$ cat config.mk
export PLATFORM = sky130hd
export DESIGN_NAME = tlb
export DESIGN_NICKNAME = d
export VERILOG_FILES = /design/src/rtl/tlb.sv
export SDC_FILE = /design/constraint.sdc
export NUM_CORES = 1
export LEC_CHECK = 0
export ABC_AREA = 1
export CORE_MARGIN = 5
export CORE_UTILIZATION = 45
export DETAILED_ROUTE_END_ITERATION = 16
export GPL_TIMING_DRIVEN = 0
export PLACE_DENSITY = 0.76
export SYNTH_ARGS = -nofsm -noshare
export SYNTH_HDL_FRONTEND = slang
export SYNTH_SLANG_ARGS = --single-unit
$ cat constraint.sdc
create_clock -name clk -period 4.8 [get_ports clk]
set_input_delay 0.48 -clock clk [delete_from_list [all_inputs] [get_ports clk]]
set_output_delay 0.48 -clock clk [all_outputs]
set_load 0.005 [all_outputs]
$ cat src/rtl/tlb.sv
// Fully-associative L1 TLB with a single outstanding translation. Misses are walked
// through the ptw channels and refilled lowest-free-first, otherwise round-robin.
module tlb #(
  parameter  int ENTRIES = 8,
  localparam int IDX_W   = $clog2(ENTRIES)
) (
  input  logic        clk,
  input  logic        rst,
  input  logic        req_valid_i,
  output logic        req_ready_o,
  input  logic [31:0] req_vaddr_i,
  input  logic [1:0]  req_acc_i,
  output logic        resp_valid_o,
  input  logic        resp_ready_i,
  output logic [31:0] resp_paddr_o,
  output logic        resp_fault_o,
  output logic        resp_hit_o,
  input  logic        flush_i,
  output logic        ptw_req_valid_o,
  input  logic        ptw_req_ready_i,
  output logic [31:0] ptw_vaddr_o,
  input  logic        ptw_resp_valid_i,
  output logic        ptw_resp_ready_o,
  input  logic [31:0] ptw_pte_i
);

  typedef enum logic [2:0] {S_IDLE, S_LOOKUP, S_PTW_REQ, S_PTW_WAIT, S_RESP} state_e;

  state_e             state_q, state_d;
  logic [31:0]        vaddr_q, vaddr_d;
  logic [1:0]         acc_q, acc_d;
  logic               flush_pend_q, flush_pend_d;
  logic [IDX_W-1:0]   rpl_ptr_q, rpl_ptr_d;
  logic [ENTRIES-1:0] valid_q, valid_d;
  logic [31:0]        resp_paddr_q, resp_paddr_d;
  logic               resp_fault_q, resp_fault_d;
  logic               resp_hit_q, resp_hit_d;
  logic [31:0]        ptw_vaddr_q, ptw_vaddr_d;

  logic [19:0] vpn_q   [ENTRIES];
  logic [19:0] ppn_q   [ENTRIES];
  logic [3:0]  flags_q [ENTRIES];

  logic             hit;
  logic [19:0]      hit_ppn;
  logic [3:0]       hit_flags;
  logic             free_found;
  logic [IDX_W-1:0] free_idx;
  logic             fill_en;
  logic [IDX_W-1:0] fill_idx;
  logic             hit_fault, pte_fault;
  logic             unused_pte_bits;

  // Reserved access type 3 is checked as a read.
  function automatic logic perm_fault(input logic [3:0] flags, input logic [1:0] acc);
    logic allowed;
    case (acc)
      2'd1:    allowed = flags[2];
      2'd2:    allowed = flags[3];
      default: allowed = flags[1];
    endcase
    return !flags[0] || !allowed;
  endfunction

  assign hit_fault       = perm_fault(hit_flags, acc_q);
  assign pte_fault       = perm_fault(ptw_pte_i[3:0], acc_q);
  assign unused_pte_bits = ^ptw_pte_i[11:4];

  // Refill guarantees at most one match, so OR-combining the matching payloads is exact.
  always_comb begin
    // NOTE: every signal written here gets a default first, so no path can infer a latch.
    hit       = 1'b0;
    hit_ppn   = '0;
    hit_flags = '0;
    for (int i = 0; i < ENTRIES; i++) begin
      if (valid_q[i] && vpn_q[i] == vaddr_q[31:12]) begin
        hit       = 1'b1;
        hit_ppn   = hit_ppn | ppn_q[i];
        hit_flags = hit_flags | flags_q[i];
      end
    end
  end

  always_comb begin
    free_found = 1'b0;
    free_idx   = '0;
    for (int i = ENTRIES - 1; i >= 0; i--) begin
      if (!valid_q[i]) begin
        free_found = 1'b1;
        free_idx   = IDX_W'(i);
      end
    end
  end

  always_comb begin
    state_d      = state_q;
    vaddr_d      = vaddr_q;
    acc_d        = acc_q;
    flush_pend_d = flush_pend_q;
    rpl_ptr_d    = rpl_ptr_q;
    valid_d      = valid_q;
    resp_paddr_d = resp_paddr_q;
    resp_fault_d = resp_fault_q;
    resp_hit_d   = resp_hit_q;
    ptw_vaddr_d  = ptw_vaddr_q;
    fill_en      = 1'b0;
    fill_idx     = rpl_ptr_q;

    case (state_q)
      S_IDLE: begin
        if (req_valid_i && req_ready_o) begin
          vaddr_d = req_vaddr_i;
          acc_d   = req_acc_i;
          state_d = S_LOOKUP;
        end
      end
      S_LOOKUP: begin
        if (hit) begin
          resp_hit_d   = 1'b1;
          resp_fault_d = hit_fault;
          resp_paddr_d = hit_fault ? 32'h0 : {hit_ppn, vaddr_q[11:0]};
          state_d      = S_RESP;
        end else begin
          ptw_vaddr_d = vaddr_q;
          state_d     = S_PTW_REQ;
        end
      end
      S_PTW_REQ: begin
        if (ptw_req_ready_i) state_d = S_PTW_WAIT;
      end
      S_PTW_WAIT: begin
        if (ptw_resp_valid_i) begin
          resp_hit_d   = 1'b0;
          resp_fault_d = pte_fault;
          resp_paddr_d = pte_fault ? 32'h0 : {ptw_pte_i[31:12], vaddr_q[11:0]};
          state_d      = S_RESP;
          // A flush landing on the same edge as the PTE also suppresses the install.
          if (ptw_pte_i[0] && !flush_pend_q && !flush_i) begin
            fill_en = 1'b1;
            if (free_found) begin
              fill_idx = free_idx;
            end else begin
              fill_idx  = rpl_ptr_q;
              rpl_ptr_d = rpl_ptr_q + IDX_W'(1);
            end
          end
        end
      end
      S_RESP: begin
        if (resp_ready_i) begin
          flush_pend_d = 1'b0;
          state_d      = S_IDLE;
        end
      end
      default: state_d = S_IDLE;
    endcase

    if (flush_i) begin
      valid_d = '0;
      if (state_q inside {S_PTW_REQ, S_PTW_WAIT}) flush_pend_d = 1'b1;
    end
    if (fill_en) valid_d[fill_idx] = 1'b1;
  end

  // NOTE: sequential state uses non-blocking assignments only, so all flops sample pre-edge values.
  always_ff @(posedge clk or negedge rst) begin
    if (!rst) begin
      state_q      <= S_IDLE;
      vaddr_q      <= '0;
      acc_q        <= '0;
      flush_pend_q <= 1'b0;
      rpl_ptr_q    <= '0;
      valid_q      <= '0;
      resp_paddr_q <= '0;
      resp_fault_q <= 1'b0;
      resp_hit_q   <= 1'b0;
      ptw_vaddr_q  <= '0;
    end else begin
      state_q      <= state_d;
      vaddr_q      <= vaddr_d;
      acc_q        <= acc_d;
      flush_pend_q <= flush_pend_d;
      rpl_ptr_q    <= rpl_ptr_d;
      valid_q      <= valid_d;
      resp_paddr_q <= resp_paddr_d;
      resp_fault_q <= resp_fault_d;
      resp_hit_q   <= resp_hit_d;
      ptw_vaddr_q  <= ptw_vaddr_d;
    end
  end

  // NOTE: entry payload is deliberately not reset; valid_q alone qualifies it.
  always_ff @(posedge clk) begin
    if (fill_en) begin
      vpn_q[fill_idx]   <= vaddr_q[31:12];
      ppn_q[fill_idx]   <= ptw_pte_i[31:12];
      flags_q[fill_idx] <= ptw_pte_i[3:0];
    end
  end

  assign req_ready_o      = rst && (state_q == S_IDLE) && !flush_i;
  assign resp_valid_o     = (state_q == S_RESP);
  assign ptw_req_valid_o  = (state_q == S_PTW_REQ);
  assign ptw_resp_ready_o = (state_q == S_PTW_WAIT);
  assign resp_paddr_o     = resp_paddr_q;
  assign resp_fault_o     = resp_fault_q;
  assign resp_hit_o       = resp_hit_q;
  assign ptw_vaddr_o      = ptw_vaddr_q;

endmodule

==> reports/qor.txt <==
RUN STATUS
-------------------------------------------------------------------------------
Outcome                                                            finished, final reports clean

CRITICAL PATH
-------------------------------------------------------------------------------
Worst path buffer plus inverter count                                         4
Top delay family on crit path                                      simple AND/OR/NAND/NOR gates
Critical path class                                                register to register
Critical path, cell by cell                                        buf_4 -> inv_2 -> o21ai_0 -> nor2_1 -> nand2_1 -> nor2_1 -> nand3_1 -> nand2_1 -> nor2_1 -> nand3_1 -> buf_2 -> buf_2 -> nand2_1 -> o21ai_0
CP Max Fanout                                                                10
CP peak stage delay                                                      570 ps
Cell with the biggest individual delay on the critical path        sky130_fd_sc_hd__dfrtp_1
Reg-to-reg slack, setup                                                 1250 ps
CP arrival                                                              4030 ps
CP Depth                                                                     14
Launching element type of the critical path                            register
R2R depth                                                                    14
Element type at the critical path end                                  register
Critical Path RT                                                        5280 ps

CLOCK NETWORK
-------------------------------------------------------------------------------
Postcts setup bufs                                                            0
Total number of H-tree levels                                                 2
CTS buffer count                                                             48
Number of hold buffers added after cts                                        1
Resized cells post-CTS                                                        0
Clock insertion delay at the later pin of the skew report                570 ps
CTS tree                                                                   done
Count of clock tree sinks                                                   467
Largest buffer count on any clock path                                        3
Worst-path clk slew                                                       60 ps
Buffer type at the clock tree root                                 sky130_fd_sc_hd__clkbuf_16

DIE
-------------------------------------------------------------------------------
Initial standard-cell utilization of the core                             0.453
# rows                                                                       77
Area of the core                                                     44000 um^2
Count of pins on the block boundary                                         143
Die width                                                                220 um
Die ar.                                                              48600 um^2
Die Ht                                                                   220 um

ROUTING
-------------------------------------------------------------------------------
Avg WL per Cell                                                         19.9 um
Starting DRT DRC Count                                                     1631
Number of nets with antenna violations after routing                          0
Detailed-routing iteration count for the pre-antenna-repair pass              7
Detailed-route DRC error count                                                0
Vias per cell                                                              5.29
Final wirelength                                                       55000 um
Via count                                                                 14600

CELLS AND AREA
-------------------------------------------------------------------------------
Final net count                                                            2209
Most frequent cells in the layout                                  518 x sky130_fd_sc_hd__nand2_1, 352 x sky130_fd_sc_hd__edfxtp_1, 261 x sky130_fd_sc_hd__inv_1
Most common cell after layout, fill and taps aside                 sky130_fd_sc_hd__nand2_1
Finished Layout Cells                                                      2763
Count of filler cells inserted in the layout                               3730
Area grow syn2layout                                                      19.9%
Share of post-route cells with drive strength above 1                    0.0834

YOSYS
-------------------------------------------------------------------------------
Async SR Flop Fraction                                                    0.246
Synth warnings                                                                0
#FFs+latches synth                                                          467
Top area cells in the synthesized netlist                          sky130_fd_sc_hd__edfxtp_1 53%, sky130_fd_sc_hd__dfrtp_1 14%, sky130_fd_sc_hd__nand2_1 9.8%
Netlist Area Pre-Place                                               19900 um^2
Sequential area share after synthesis                                     0.675
Gate count of the mapped netlist                                           1937
Cell type contributing the most total cell area after synthesis    sky130_fd_sc_hd__edfxtp_1
Most used flip-flop cell after synthesis                           sky130_fd_sc_hd__edfxtp_1
Count of cell types in the netlist                                           37
Area share of the leading cell type in the synthesized netlist            0.530
Net count after synthesis                                                  2013
Mean area per synthesized cell                                        10.3 um^2
Number of flops mapped to enable cells by yosys                             352

STA
-------------------------------------------------------------------------------
Setup TNS Final                                                            0 ps
Worst slew pin tran                                                     1060 ps
Relative slew slack                                                       0.290
Max Freq                                                                281 MHz
RSZ-0062 raised after global routing                                         no
Final setup violation count                                                   0
Tmin final                                                              3550 ps
Final hold viol count                                                         0
Setup Skew                                                              17.5 ps
Ratio of final minimum period to clock period                             0.741
Number of max-slew violations in the final report                             0
Tightest hold margin                                                     398 ps

GLOBAL ROUTE
-------------------------------------------------------------------------------
Maximum number of pins on one net before global-route repair                 82
Antenna violations before repair                                              4
Via count of the first global-routing pass                                14700
Met2 capacity usage during global routing                                 0.390
Busiest metal layer after global routing                                   met2
Overall overflow remaining after global route                                 0
Global-route wire length before repair                                 83000 um
Global routing usage summed across all routing layers                     0.224
Met3 Use GR                                                              0.0443
GR Util met1                                                              0.280

POWER
-------------------------------------------------------------------------------
Leakage dissipation                                                     9.88 nW
Pwr per Cell Area                                                   505 nW/um^2
Max VDD drop                                                           0.385 mV
Overall power of the completed layout                                  0.0121 W

PLACED DESIGN
-------------------------------------------------------------------------------
Number of buffers inserted by port buffering                                134
Routability congestion estimate                                           0.940
Estimated wirelength of the detail-placed design                       37700 um
Placed Cells incl. Taps                                                    2674

HOLD PATH
-------------------------------------------------------------------------------
Worst min-delay path class                                         primary input to async pin

RUN
-------------------------------------------------------------------------------
Max-cap viol count                                                            0

[path summary, 6_finish.rpt]
kind,start,to
min,rst,ptw_vaddr_o[19]$_DFFE_PN0P_
max reg2reg,vaddr_q[23]$_DFFE_PN0P_,ptw_vaddr_o[27]$_DFFE_PN0P_
max in group asynchronous,rst,resp_paddr_o[7]$_DFFE_PN0P_
max,vaddr_q[23]$_DFFE_PN0P_,ptw_vaddr_o[27]$_DFFE_PN0P_
min in group clk,ptw_vaddr_o[22]$_DFFE_PN0P_,ptw_vaddr_o[22]$_DFFE_PN0P_
min reg2reg,ptw_vaddr_o[22]$_DFFE_PN0P_,ptw_vaddr_o[22]$_DFFE_PN0P_
[layout make-up]
cell class / instances / area [um^2] / area share
antenna: 1 / 2.50 / 0.000105
buffer: 65 / 372 / 0.0156
clock buffer: 68 / 1360 / 0.0568
clock inverter: 19 / 191 / 0.00801
inverter: 280 / 1050 / 0.0440
multi-input combinational: 1125 / 5120 / 0.214
sequential: 467 / 13400 / 0.563
tap: 592 / 741 / 0.0310
timing repair buffer: 146 / 1610 / 0.0674
[cell families (layout without fill, tap and decap cells)]
family / Yosys count / in the layout / synth area share
xor gates and xnor gates: 28 / 28 / 0.0123
muxes: 1 / 1 / 0.000565
DFF: 467 / 467 / 0.675
AOI/OAI and AO/OA: 270 / 270 / 0.0721
adders and majority gates: 3 / 3 / 0.00188
buffers and inverters: 345 / 578 / 0.0714
other: 0 / 1 / 0
and+or+nand+nor: 823 / 823 / 0.167
[sequential cells by signal, indices dropped and copies added, names as in the netlist, 2 cells and up]
signal        cells
state_q           3
resp_paddr_o     32
valid_q           8
vpn_q           160
acc_q             2
vaddr_q          32
rpl_ptr_q         3
flags_q          32
ptw_vaddr_o      32
ppn_q           160
[worst reg2reg max path, delay by kind of cell (launching register included)]
family / cells / cell delay (ps)
simple gates: 8 / 1360
buf+inv: 4 / 1260
flops: 1 / 570
compound gates: 2 / 260
[report_power, final]
group | total (W) | switching, W | internal (W)
registers | 0.00547 | 0.000497 | 0.00497
logic | 0.00290 | 0.00172 | 0.00119
clock network | 0.00369 | 0.00155 | 0.00214
[cells in the mapped netlist (2+ instances only)]
library cell	instances
sky130_fd_sc_hd__nor2_4	2
sky130_fd_sc_hd__nor2_2	13
sky130_fd_sc_hd__o22ai_1	46
sky130_fd_sc_hd__xor2_1	14
sky130_fd_sc_hd__a21oi_1	44
sky130_fd_sc_hd__dfrtp_1	115
sky130_fd_sc_hd__buf_2	24
sky130_fd_sc_hd__o211ai_1	6
sky130_fd_sc_hd__xnor2_1	14
sky130_fd_sc_hd__buf_4	8
sky130_fd_sc_hd__nand4_1	30
sky130_fd_sc_hd__o21ai_0	147
sky130_fd_sc_hd__buf_6	9
sky130_fd_sc_hd__nor2_1	193
sky130_fd_sc_hd__o21ai_1	23
sky130_fd_sc_hd__nor3_1	5
sky130_fd_sc_hd__inv_2	19
sky130_fd_sc_hd__nand2_2	5
sky130_fd_sc_hd__or2_0	2
sky130_fd_sc_hd__edfxtp_1	352
sky130_fd_sc_hd__clkbuf_1	24
sky130_fd_sc_hd__nand3_1	43
sky130_fd_sc_hd__or2_2	6
sky130_fd_sc_hd__inv_1	261
sky130_fd_sc_hd__ha_1	3
sky130_fd_sc_hd__nand2_1	518
[metrics by stage]
step / instance area (um^2) / utilization / setup WS, ps
CTS: 23900 / 0.543 / 1280
global route: 23900 / 0.543 / 994
detailed placement: 22300 / 0.507 / 914
floorplan: 19900 / - / 1040
finish: 23900 / 0.543 / 1250
global placement: 22000 / 0.500 / -2570
[metal layers]
metal	wire length [um]	up-vias
met5	32	-
met3	4990	128
met2	27200	708
li1	-	6764
met1	20800	7004
met4	1960	4
Power figures use the tool's default switching activity.
==> RTL edit (config.mk and constraints unchanged) <==
Reset style: synchronous (`rst`), changed in one clocked block.
--- a/src/rtl/tlb.sv
+++ b/src/rtl/tlb.sv
@@ -163,7 +163,7 @@
   end
 
   // NOTE: sequential state uses non-blocking assignments only, so all flops sample pre-edge values.
-  always_ff @(posedge clk or negedge rst) begin
+  always_ff @(posedge clk) begin
     if (!rst) begin
       state_q      <= S_IDLE;
       vaddr_q      <= '0;
Behaviour: differs if rst is asserted again (counterexample within 4 cycles, from zero or initial values and one cycle with rst low); with rst held inactive, the same outputs for 4 cycles.
==> RTL edit against the original RTL <==
  * Cell area rose by 8.0%
  * Sequential cell count is the same
  * Setup slack lost 120 ps
  * Wire length grew 37%
  * Cell count increased by 19%
  * Sequential power decreased by 14%
  * Total power fell by 15%
  * Synthesized area increased by 9.0%
  * Via count rose by 25%
  * Global-route usage grew 5.2 points
  * Combinational power decreased by 42%
  * Die area grew 8.6%
  * Maximum frequency fell by 3.2%
  * Largest cell class unchanged
==> RTL edit: results <==
[route]
drt_iter0_drc = 2159
drt-vias-per-instance = 5.59
route.met2.wl_mm = 33.1
met3_length_mm = 8.35
wl_per_cell_um = 23.0

[timing]
holdWs_ps = 478

[worst_setup_path]
r2r_start = "vaddr_q[18]$_SDFFE_PN0P_"
cp_slowest_stage_delay_ps = 660
cp_slowest_cell = "nor2_1"
cp_data_arrival_time_ps = 4210
reg2reg_depth = 16

[yosys]
yosys-top-cells-area = "edfxtp_1, nand2_1, dfxtp_1, inv_1, nor2_1"
seq_area_frac_synth = 0.593
synth_mux_area_frac = 0
synth_xor_area_frac = 0.00766
synth_top_area_share = 0.487
synth_commonest_cells = "nand2_1, edfxtp_1, inv_1"
syn_nets = 2507
async_reset_ff_frac = 0
synthAdderAreaFrac = 0.00173
synth_compound_area_frac = 0.0691

[power_and_ir_drop]
vdd_drop_max_mv = 0.263

[finish]
fin_cells = 3282
drive_gt1_frac = 0.0893
nNetsFinal = 2703

[global_routing]
grt_use_total = 0.277
grtUsageMet3 = 0.0680

[placement]
post-place-cells = 3192
post-place-ws_ps = 1020

[outcome]
status = "complete, no violations"
RTL edit: report_power, final:
part / leakage [nW] / internal (mW) / switching, mW
registers: 4.13 / 4.56 / 0.163
logic: 5.68 / 0.636 / 1.04
clock network: 0.787 / 2.21 / 1.64
RTL edit: cell type report:
type	count	area, sq um
Clock inverter	26	303
Antenna cell	1	2.50
Tap cell	615	769
Inverter	304	1140
Timing Repair Buffer	146	1630
Clock buffer	63	1310
Multi-Input combinational cell	1556	7120
Fill cell	4121	21900
Buffer	104	644
Sequential cell	467	12900
RTL edit: worst max-delay path by stage:
stage,start,end,slack [ps],depth (start not counted)
6_report,vaddr_q[18]$_SDFFE_PN0P_,resp_paddr_o[8]$_SDFFE_PN0P_,1130,16
5_1_grt,state_q[0]$_SDFFE_PN0P_,vpn_q[6][4]$_DFFE_PP_,1000,11
4_1_cts,vaddr_q[18]$_SDFFE_PN0P_,resp_paddr_o[8]$_SDFFE_PN0P_,1220,16
3_5_place_dp,ptw_pte_i[0],ppn_q[6][5]$_DFFE_PP_,1020,10
3_3_place_gp,ptw_pte_i[0],vpn_q[6][7]$_DFFE_PP_,-1800,9
2_1_floorplan,state_q[0]$_SDFFE_PN0P_,flags_q[2][0]$_DFFE_PP_,990,10
RTL edit: worst register-to-register path: cells and delay by family (launching register included):
kind            cells  cell delay [ps]
simple gates       12             2120
buf+inv             3              770
flops               1              590
compound gates      1              130
RTL edit: through the flow:
stage          area, sq um  power [mW]  TNS, ps
4_1_cts              25800        10.3        0
3_5_place_dp         24200        6.43        0
3_3_place_gp         23800        6.40  -561050
2_1_floorplan        21700        5.59        0
6_report             25800        10.2        0
5_1_grt              25800        10.6        0
